$ cat src/rtl/mainfsm.sv
// mainfsm -- Moore control FSM of a multicycle ARM-style processor.
// Sequences fetch, decode, memory, execute, writeback and branch steps.
// Every output is decoded from the state register only; Op/Funct only
// steer the next-state logic.
// Ports:
//   clk, reset            : clock, asynchronous active-high reset
//   Op[1:0], Funct[5:0]   : instr[27:26], instr[25:20]
//   IRWrite, AdrSrc, ALUSrcA, ALUSrcB, ResultSrc, NextPC,
//   RegW, MemW, Branch, ALUOp : datapath control word
//   State[3:0]            : current state encoding (debug)
module mainfsm (
  input  logic       clk,
  input  logic       reset,
  input  logic [1:0] Op,
  input  logic [5:0] Funct,
  output logic       IRWrite,
  output logic       AdrSrc,
  output logic [1:0] ALUSrcA,
  output logic [1:0] ALUSrcB,
  output logic [1:0] ResultSrc,
  output logic       NextPC,
  output logic       RegW,
  output logic       MemW,
  output logic       Branch,
  output logic       ALUOp,
  output logic [3:0] State
);

  typedef enum logic [3:0] {
    FETCH    = 4'd0,
    DECODE   = 4'd1,
    MEMADR   = 4'd2,
    MEMRD    = 4'd3,
    MEMWB    = 4'd4,
    MEMWR    = 4'd5,
    EXECUTER = 4'd6,
    EXECUTEI = 4'd7,
    ALUWB    = 4'd8,
    BRANCH   = 4'd9,
    UNKNOWN  = 4'd10
  } state_t;

  state_t r_state;
  state_t w_next;

  // Reset takes effect immediately, even mid-instruction.
  always_ff @(posedge clk or posedge reset) begin
    if (reset) r_state <= FETCH;
    else       r_state <= w_next;
  end

  // Next-state logic. Encodings 11-15 fall into the default and recover
  // to FETCH, the same as UNKNOWN.
  always_comb begin
    w_next = FETCH;
    case (r_state)
      FETCH:    w_next = DECODE;
      DECODE: begin
        case (Op)
          2'b00:   w_next = Funct[5] ? EXECUTEI : EXECUTER;
          2'b01:   w_next = MEMADR;
          2'b10:   w_next = BRANCH;
          default: w_next = UNKNOWN;
        endcase
      end
      MEMADR:   w_next = Funct[0] ? MEMRD : MEMWR;  // LDR : STR
      MEMRD:    w_next = MEMWB;
      EXECUTER: w_next = ALUWB;
      EXECUTEI: w_next = ALUWB;
      default:  w_next = FETCH;
    endcase
  end

  // Moore output decode: everything defaults to 0 and each state only
  // raises what it needs, so RegW/MemW/NextPC are one-hot in time.
  always_comb begin
    IRWrite   = 1'b0;
    AdrSrc    = 1'b0;
    ALUSrcA   = 2'b00;
    ALUSrcB   = 2'b00;
    ResultSrc = 2'b00;
    NextPC    = 1'b0;
    RegW      = 1'b0;
    MemW      = 1'b0;
    Branch    = 1'b0;
    ALUOp     = 1'b0;
    case (r_state)
      FETCH: begin
        IRWrite   = 1'b1;
        NextPC    = 1'b1;
        ALUSrcA   = 2'b01;
        ALUSrcB   = 2'b10;
        ResultSrc = 2'b10;
      end
      DECODE: begin
        // PC+8 computed here so it can serve as R15 during execute.
        ALUSrcA   = 2'b01;
        ALUSrcB   = 2'b10;
        ResultSrc = 2'b10;
      end
      MEMADR: begin
        ALUSrcB = 2'b01;
      end
      MEMRD: begin
        AdrSrc = 1'b1;
      end
      MEMWB: begin
        ResultSrc = 2'b01;
        RegW      = 1'b1;
      end
      MEMWR: begin
        AdrSrc = 1'b1;
        MemW   = 1'b1;
      end
      EXECUTER: begin
        ALUOp = 1'b1;
      end
      EXECUTEI: begin
        ALUSrcB = 2'b01;
        ALUOp   = 1'b1;
      end
      ALUWB: begin
        RegW = 1'b1;
      end
      BRANCH: begin
        ALUSrcA   = 2'b10;
        ALUSrcB   = 2'b01;
        ResultSrc = 2'b10;
        Branch    = 1'b1;
      end
      default: ;
    endcase
  end

  assign State = r_state;

endmodule

$ cat config.mk
export PLATFORM = sky130hd
export DESIGN_NAME = mainfsm
export DESIGN_NICKNAME = d
export VERILOG_FILES = /design/src/rtl/mainfsm.sv
export SDC_FILE = /design/constraint.sdc
export NUM_CORES = 1
export LEC_CHECK = 0
export CAP_MARGIN = 20
export CORE_AREA = 2 2 39 41
export CTS_CLUSTER_DIAMETER = 30
export DETAILED_ROUTE_END_ITERATION = 16
export DIE_AREA = 0 0 41 43
export MAX_ROUTING_LAYER = met4
export PLACE_DENSITY_LB_ADDON = 0.05
export SYNTH_ARGS = -nofsm -noshare
export SYNTH_HDL_FRONTEND = slang
export SYNTH_SLANG_ARGS = --single-unit
export TNS_END_PERCENT = 100
$ cat constraint.sdc
create_clock -name clk -period 3.1 [get_ports clk]
set_clock_uncertainty 0.15 [all_clocks]
set_input_delay 0.775 -clock clk [delete_from_list [all_inputs] [get_ports clk]]
set_output_delay 0.775 -clock clk [all_outputs]
set_load 0.01 [all_outputs]
==> results of run 1 <==
==> worst max-delay path: stages (launching register included) <==
cell,delay (ns)
sky130_fd_sc_hd__dfrtp_1,0.59
sky130_fd_sc_hd__nor3b_2,0.28
sky130_fd_sc_hd__nand2_1,0.14
sky130_fd_sc_hd__o31ai_2,0.09
sky130_fd_sc_hd__clkdlybuf4s50_1,0.56
==> area by class of cell <==
type / instances / area [um2]
clock buffer: 3 / 22.5
fill: 145 / 798
inverter: 3 / 13.8
multi-input combinational: 31 / 209
sequential: 4 / 100
tap: 16 / 20.0
timing repair buffer: 22 / 220
==> power by group through the flow <==
stage | Combinational, W | Sequential (W) | Clock, W
2_1_floorplan | 0.000305 | 0.000111 | 0
3_3_place_gp | 0.000443 | 0.000149 | 0
3_5_place_dp | 0.000444 | 0.000148 | 0
4_1_cts | 0.000445 | 0.000147 | 0.0000673
5_1_grt | 0.000474 | 0.000155 | 0.0000714
6_report | 0.000439 | 0.000146 | 0.0000648
==> worst paths after layout <==
path / from / to / slack, ns / cells after the start
min reg2reg: State[3]$_DFF_PP0_ / State[3]$_DFF_PP0_ / 0.46 / 1
max reg2reg: State[1]$_DFF_PP0_ / State[1]$_DFF_PP0_ / 1.70 / 3
min in group asynchronous: reset / State[0]$_DFF_PP0_ / 0.57 / 2
max: State[1]$_DFF_PP0_ / ALUSrcB[0] / 0.27 / 4
max in group asynchronous: reset / State[2]$_DFF_PP0_ / 2.09 / 2
min: State[3]$_DFF_PP0_ / State[3]$_DFF_PP0_ / 0.46 / 1
==> cell families after synthesis <==
logic type,synth area share [%]
xor+xnor,6.93
flops,26.4
simple gates,31.0
compound gates,17.2
buf+inv,18.5
==> placed cells by master (no fill, tap or decap), types with 3 or more instances in the layout <==
master	count
sky130_fd_sc_hd__clkdlybuf4s50_1	22
sky130_fd_sc_hd__nor2_1	5
sky130_fd_sc_hd__dfrtp_1	4
sky130_fd_sc_hd__nor2_2	3
sky130_fd_sc_hd__clkbuf_4	3
==> metrics by stage <==
stage	setup slack [ns]	area, um2	instances	util, %	hold WS (ns)
6_report	0.274	586	79	42.3	0.465
5_1_grt	0.134	586	79	42.3	0.494
4_1_cts	0.249	586	79	42.3	0.462
3_5_place_dp	0.506	563	76	40.7	0.457
3_3_place_gp	0.491	563	76	40.7	0.447
2_1_floorplan	0.907	379	44	-	0.391
==> per-layer routing <==
| layer | up-vias | routed length, um | part of all wire, % | global-route usage, % |
|---|---|---|---|---|
| met4 | 0 | 16 | 2.0 | 8.00 |
| li1 | 182 | - | - | - |
| met2 | 12 | 395 | 49 | 16.6 |
| met5 | - | 0 | 0 | - |
| met3 | 2 | 41 | 5.1 | 1.57 |
| met1 | 147 | 354 | 44 | 10.8 |
==> run_results.csv, run 1 <==
group,metric,value,unit
outcome,outcome,"finished, final reports clean",
route,initial_drc_count,4,
floorplan,num_rows,14,
power,power_leakage,0.231,nW
power,power_density,1110,nW/um2
floorplan,die_y,43,um
floorplan,core_region_area,1380,um2
placement,place.detailed.hpwl,618,um
route,route.detailed.drc,0,
placement,gpl.final_weighted_congestion,0.620,
power,internal_power,0.000378,W
synth,dominantRegCellSynth,"sky130_fd_sc_hd__dfrtp_1",
synth,synth-warning-count,0,
synth,synth_fp_nets,54,
route,dr_total_vias,343,
power,power.share.combinational,67.6,%
clocking,cts_tree,"done",
clocking,clk_pin_slew,0.04,ns
floorplan,die-area,1760,um2
setup_path,setup.worst_path.class,"reg2out",
final_layout,antennaDiodeCount,0,
synth,mappedNetlistArea,379,um2
clocking,worst_skew_pair.late_latency,0.24,ns
timing,share_of_the_cycle_needed_by_the_critical_path_after_routing,91.1,%
power,power,0.000650,W
clocking,clock_tree.htree_level_count,1,
synth,synth_top_cell_by_area,"sky130_fd_sc_hd__dfrtp_1",
synth,synth.area.top_cells,"sky130_fd_sc_hd__dfrtp_1 (26%), sky130_fd_sc_hd__buf_6 (8.9%), sky130_fd_sc_hd__buf_4 (5.9%)",
clocking,cts_made_buffers,3,
clocking,root_buffer,"sky130_fd_sc_hd__clkbuf_4",
final_layout,syn_to_final_growth,54.5,%
timing,timing_hold_violations_final,0,
setup_path,crit_required,2.17,ns
power,sequentialPowerShare,22.5,%
timing,min_period,2.83,ns
floorplan,floorplan.die.width,41,um
final_layout,layout_cell_share_with_drive_strength_beyond_1,20.6,%
clocking,post_cts_resized,0,
floorplan,initial_utilization,27.4,%
setup_path,cp-end-kind,"primary output",
timing,achievable-frequency,354,MHz
timing,slew_viol_final,0,
synth,yosys.area.top_type_share,26.4,%
clocking,holdBufCountCts,0,
setup_path,critical_path_at,1.90,ns
route,post_drt_wl_per_cell,10.2,um
setup_path,worst_setup_path_start_kind,"register",
timing,setup_viol,0,
synth,number_of_flops_mapped_to_enable_cells_by_yosys,0,
floorplan,design.portCount,27,
synth,synth_async_sr_flop_share,100,%
timing,totalNegativeSetupSlack,0,ns
global_route,antenna_found_initial,0,
synth,yosys_register_bits,4,
timing,max_slew.worst_pin.slew,0.614,ns
power,power.share.clock,10.0,%
job,count_of_max_cap_constraint_violations,0,
global_route,maximum_number_of_pins_on_one_net_before_global_route_repair,17,
global_route,grt.total_usage,10.5,%
final_layout,num-nets-final,75,
worst_hold_path,worst_hold_path_type,"reg2reg",
route,detail_route.wirelength,807,um
global_route,wire_length_of_the_first_global_routing_pass,1.18,mm
global_route,grt_pass1_vias,293,
synth,synth.yosys.seq_area_share,26.4,%
synth,most_instantiated_cells_after_synthesis,"sky130_fd_sc_hd__nor2_1 (5), sky130_fd_sc_hd__dfrtp_1 (4), sky130_fd_sc_hd__buf_4 (3), sky130_fd_sc_hd__buf_6 (3), sky130_fd_sc_hd__nor2_2 (3)",
synth,avgSynthCellArea,8.62,um2
route,dr.pass1.iters,2,
synth,ys_types,24,
clocking,clock_sink_count,4,
synth,synthesis.instances,44,
timing,rsz_0062_raised_after_global_routing,"false",
setup_path,crit_fanout,16,
synth,yosys.cell_count.top_type,"sky130_fd_sc_hd__nor2_1",
clocking,cts_max_path_buffers,2,
power,ir_drop,0.452,mV
clocking,post_cts_buffers,0,
final_layout,largest_register_ff_count,4,
placement,port_buffers,22,
timing,timing.slew.headroom,59.1,%
route,ant_nets,0,
power,p_switching,0.000272,W
route,vias_per_cell,4.34,
power,power.share.switching,41.8,%
global_route,grt-ovfl-total,0,
No activity file was read; power rests on OpenSTA's default activity.
==> run 2: changes to the inputs <==
Settings changed: GPL_TIMING_DRIVEN set to 1.
==> results of run 2 <==
No change in the layout: final DEF, timing and power equal those of run 1.
==> run 3: changes to the inputs <==
Settings changed: CAP_MARGIN 20 to not set, PLACE_DENSITY set to 0.74, PLACE_DENSITY_LB_ADDON 0.05 to not set.
==> run 3 against run 2 <==
Combinational power decreased by 1%. Utilization did not move. Clock-buffer cell count is the same. Sequential power is essentially flat. Clock power down 0.9%. Die area is the same. Power fell by 1.0%. Final cell count unchanged. Routed wire length decreased by 10%. Global-route usage down 1.1 points. Critical path type unchanged. Largest cell class unchanged. Largest power group unchanged.
==> run_results.csv, run 3 (same netlist as run 1, synthesis figures left out) <==
group,metric,value,unit
route,post_drt_wl_per_cell,9.19,um
floorplan,die-area,1760,um2
global_route,grt_pass1_vias,262,
final_layout,antennaDiodeCount,0,
clocking,cts_max_path_buffers,2,
global_route,grt.total_usage,9.39,%
final_layout,layout_cell_share_with_drive_strength_beyond_1,20.6,%
final_layout,mostFrequentLayoutCells,"sky130_fd_sc_hd__clkdlybuf4s50_1 (22), sky130_fd_sc_hd__nor2_1 (5), sky130_fd_sc_hd__dfrtp_1 (4), sky130_fd_sc_hd__nor2_2 (3), sky130_fd_sc_hd__clkbuf_4 (3)",
placement,gpl.final_weighted_congestion,0.701,
timing,fin_hold_ws,0.452,ns
clocking,worst_skew_pair.late_latency,0.23,ns
final_layout,largest_register_ff_count,4,
setup_path,worst_setup_path_start_kind,"register",
outcome,outcome,"finished, final reports clean",
clocking,post_cts_resized,0,
setup_path,crit_fanout,16,
floorplan,num_rows,14,
global_route,wire_length_of_the_first_global_routing_pass,1.05,mm
final_layout,num-nets-final,75,
clocking,post_cts_buffers,0,
timing,timing.slew.headroom,59.7,%
route,dr_total_vias,353,
job,count_of_max_cap_constraint_violations,0,
power,power_density,1100,nW/um2
timing,timing_hold_violations_final,0,
global_route,grt-ovfl-total,0,
placement,port_buffers,22,
timing,setup_viol,0,
timing,achievable-frequency,357,MHz
power,power_leakage,0.231,nW
setup_path,critical_path_at,1.88,ns
route,dr.pass1.iters,4,
timing,totalNegativeSetupSlack,0,ns
worst_hold_path,worst_hold_path_type,"reg2reg",
route,route.detailed.drc,0,
timing,max_slew.worst_pin.slew,0.605,ns
final_layout,layout.cells.most_common,"sky130_fd_sc_hd__clkdlybuf4s50_1",
route,ant_nets,0,
setup_path,cp-end-kind,"primary output",
clocking,clk_pin_slew,0.04,ns
floorplan,die_y,43,um
setup_path,crit_required,2.17,ns
floorplan,floorplan.die.width,41,um
setup_path,setup.worst_path.class,"reg2out",
timing,slew_viol_final,0,
setup_path,rr_startpoint,"State[1]$_DFF_PP0_",
clocking,root_buffer,"sky130_fd_sc_hd__clkbuf_4",
power,power,0.000643,W
floorplan,core_region_area,1380,um2
placement,place.detailed.hpwl,569,um
floorplan,initial_utilization,27.4,%
route,vias_per_cell,4.47,
final_layout,syn_to_final_growth,54.5,%
setup_path,cp-startpoint,"State[1]$_DFF_PP0_",
power,ir_drop,0.508,mV
worst_hold_path,worst_hold_startpoint,"State[3]$_DFF_PP0_",
clocking,clock_sink_count,4,
timing,share_of_the_cycle_needed_by_the_critical_path_after_routing,90.3,%
clocking,cts_tree,"done",
floorplan,design.portCount,27,
timing,rsz_0062_raised_after_global_routing,"false",
route,detail_route.wirelength,726,um
timing,min_period,2.80,ns
route,initial_drc_count,3,
global_route,maximum_number_of_pins_on_one_net_before_global_route_repair,17,
clocking,cts_made_buffers,3,
clocking,holdBufCountCts,0,
clocking,clock_tree.htree_level_count,1,
global_route,antenna_found_initial,0,
==> run 3: final cells by class <==
cell class	instances	area, um2
inverter	3	13.8
sequential	4	100
timing repair buffer	22	220
multi-input combinational	31	209
tap	16	20.0
clock buffer	3	22.5
fill	157	798
==> run 3: final timing paths <==
kind | endpoint | slack (ns) | depth (start not counted)
setup / recovery | ALUSrcB[0] | 0.30 | 4
hold / removal | State[3]$_DFF_PP0_ | 0.45 | 1
setup reg to reg | State[1]$_DFF_PP0_ | 1.72 | 3
hold reg to reg | State[3]$_DFF_PP0_ | 0.45 | 1
max in group asynchronous | State[0]$_DFF_PP0_ | 2.09 | 2
min in group asynchronous | State[3]$_DFF_PP0_ | 0.57 | 2
==> run 3: metrics by stage <==
stage	std cells	utilization, %	instance area, um2	worst slack (ns)
finish	79	42.3	586	0.300
floorplan	44	-	379	0.907
global placement	76	40.7	563	0.540
detailed placement	76	40.7	563	0.521
CTS	79	42.3	586	0.264
global route	79	42.3	586	0.175
==> run 3: power breakdown <==
part / total [W] / internal (W) / leakage, nW / switching, W
logic: 0.000434 / 0.000261 / 0.165 / 0.000173
clock network: 0.0000642 / 0.0000433 / 0.0138 / 0.0000210
registers: 0.000145 / 0.0000739 / 0.0514 / 0.0000710
total: 0.000643 / 0.000378 / 0.231 / 0.000265
==> run 3: layer usage <==
layer	up-vias	global-route usage (%)	wire [um]
li1	179	-	-
met1	157	9.74	285
met2	17	13.4	367
met3	0	6.28	73
met4	0	4.00	0
met5	-	-	0
==> run 3: critical path, stage by stage, from the launching register on <==
cell and delay, ns:
sky130_fd_sc_hd__dfrtp_1 0.59, sky130_fd_sc_hd__nor3b_2 0.27, sky130_fd_sc_hd__nand2_1 0.14, sky130_fd_sc_hd__o31ai_2 0.08, sky130_fd_sc_hd__clkdlybuf4s50_1 0.56
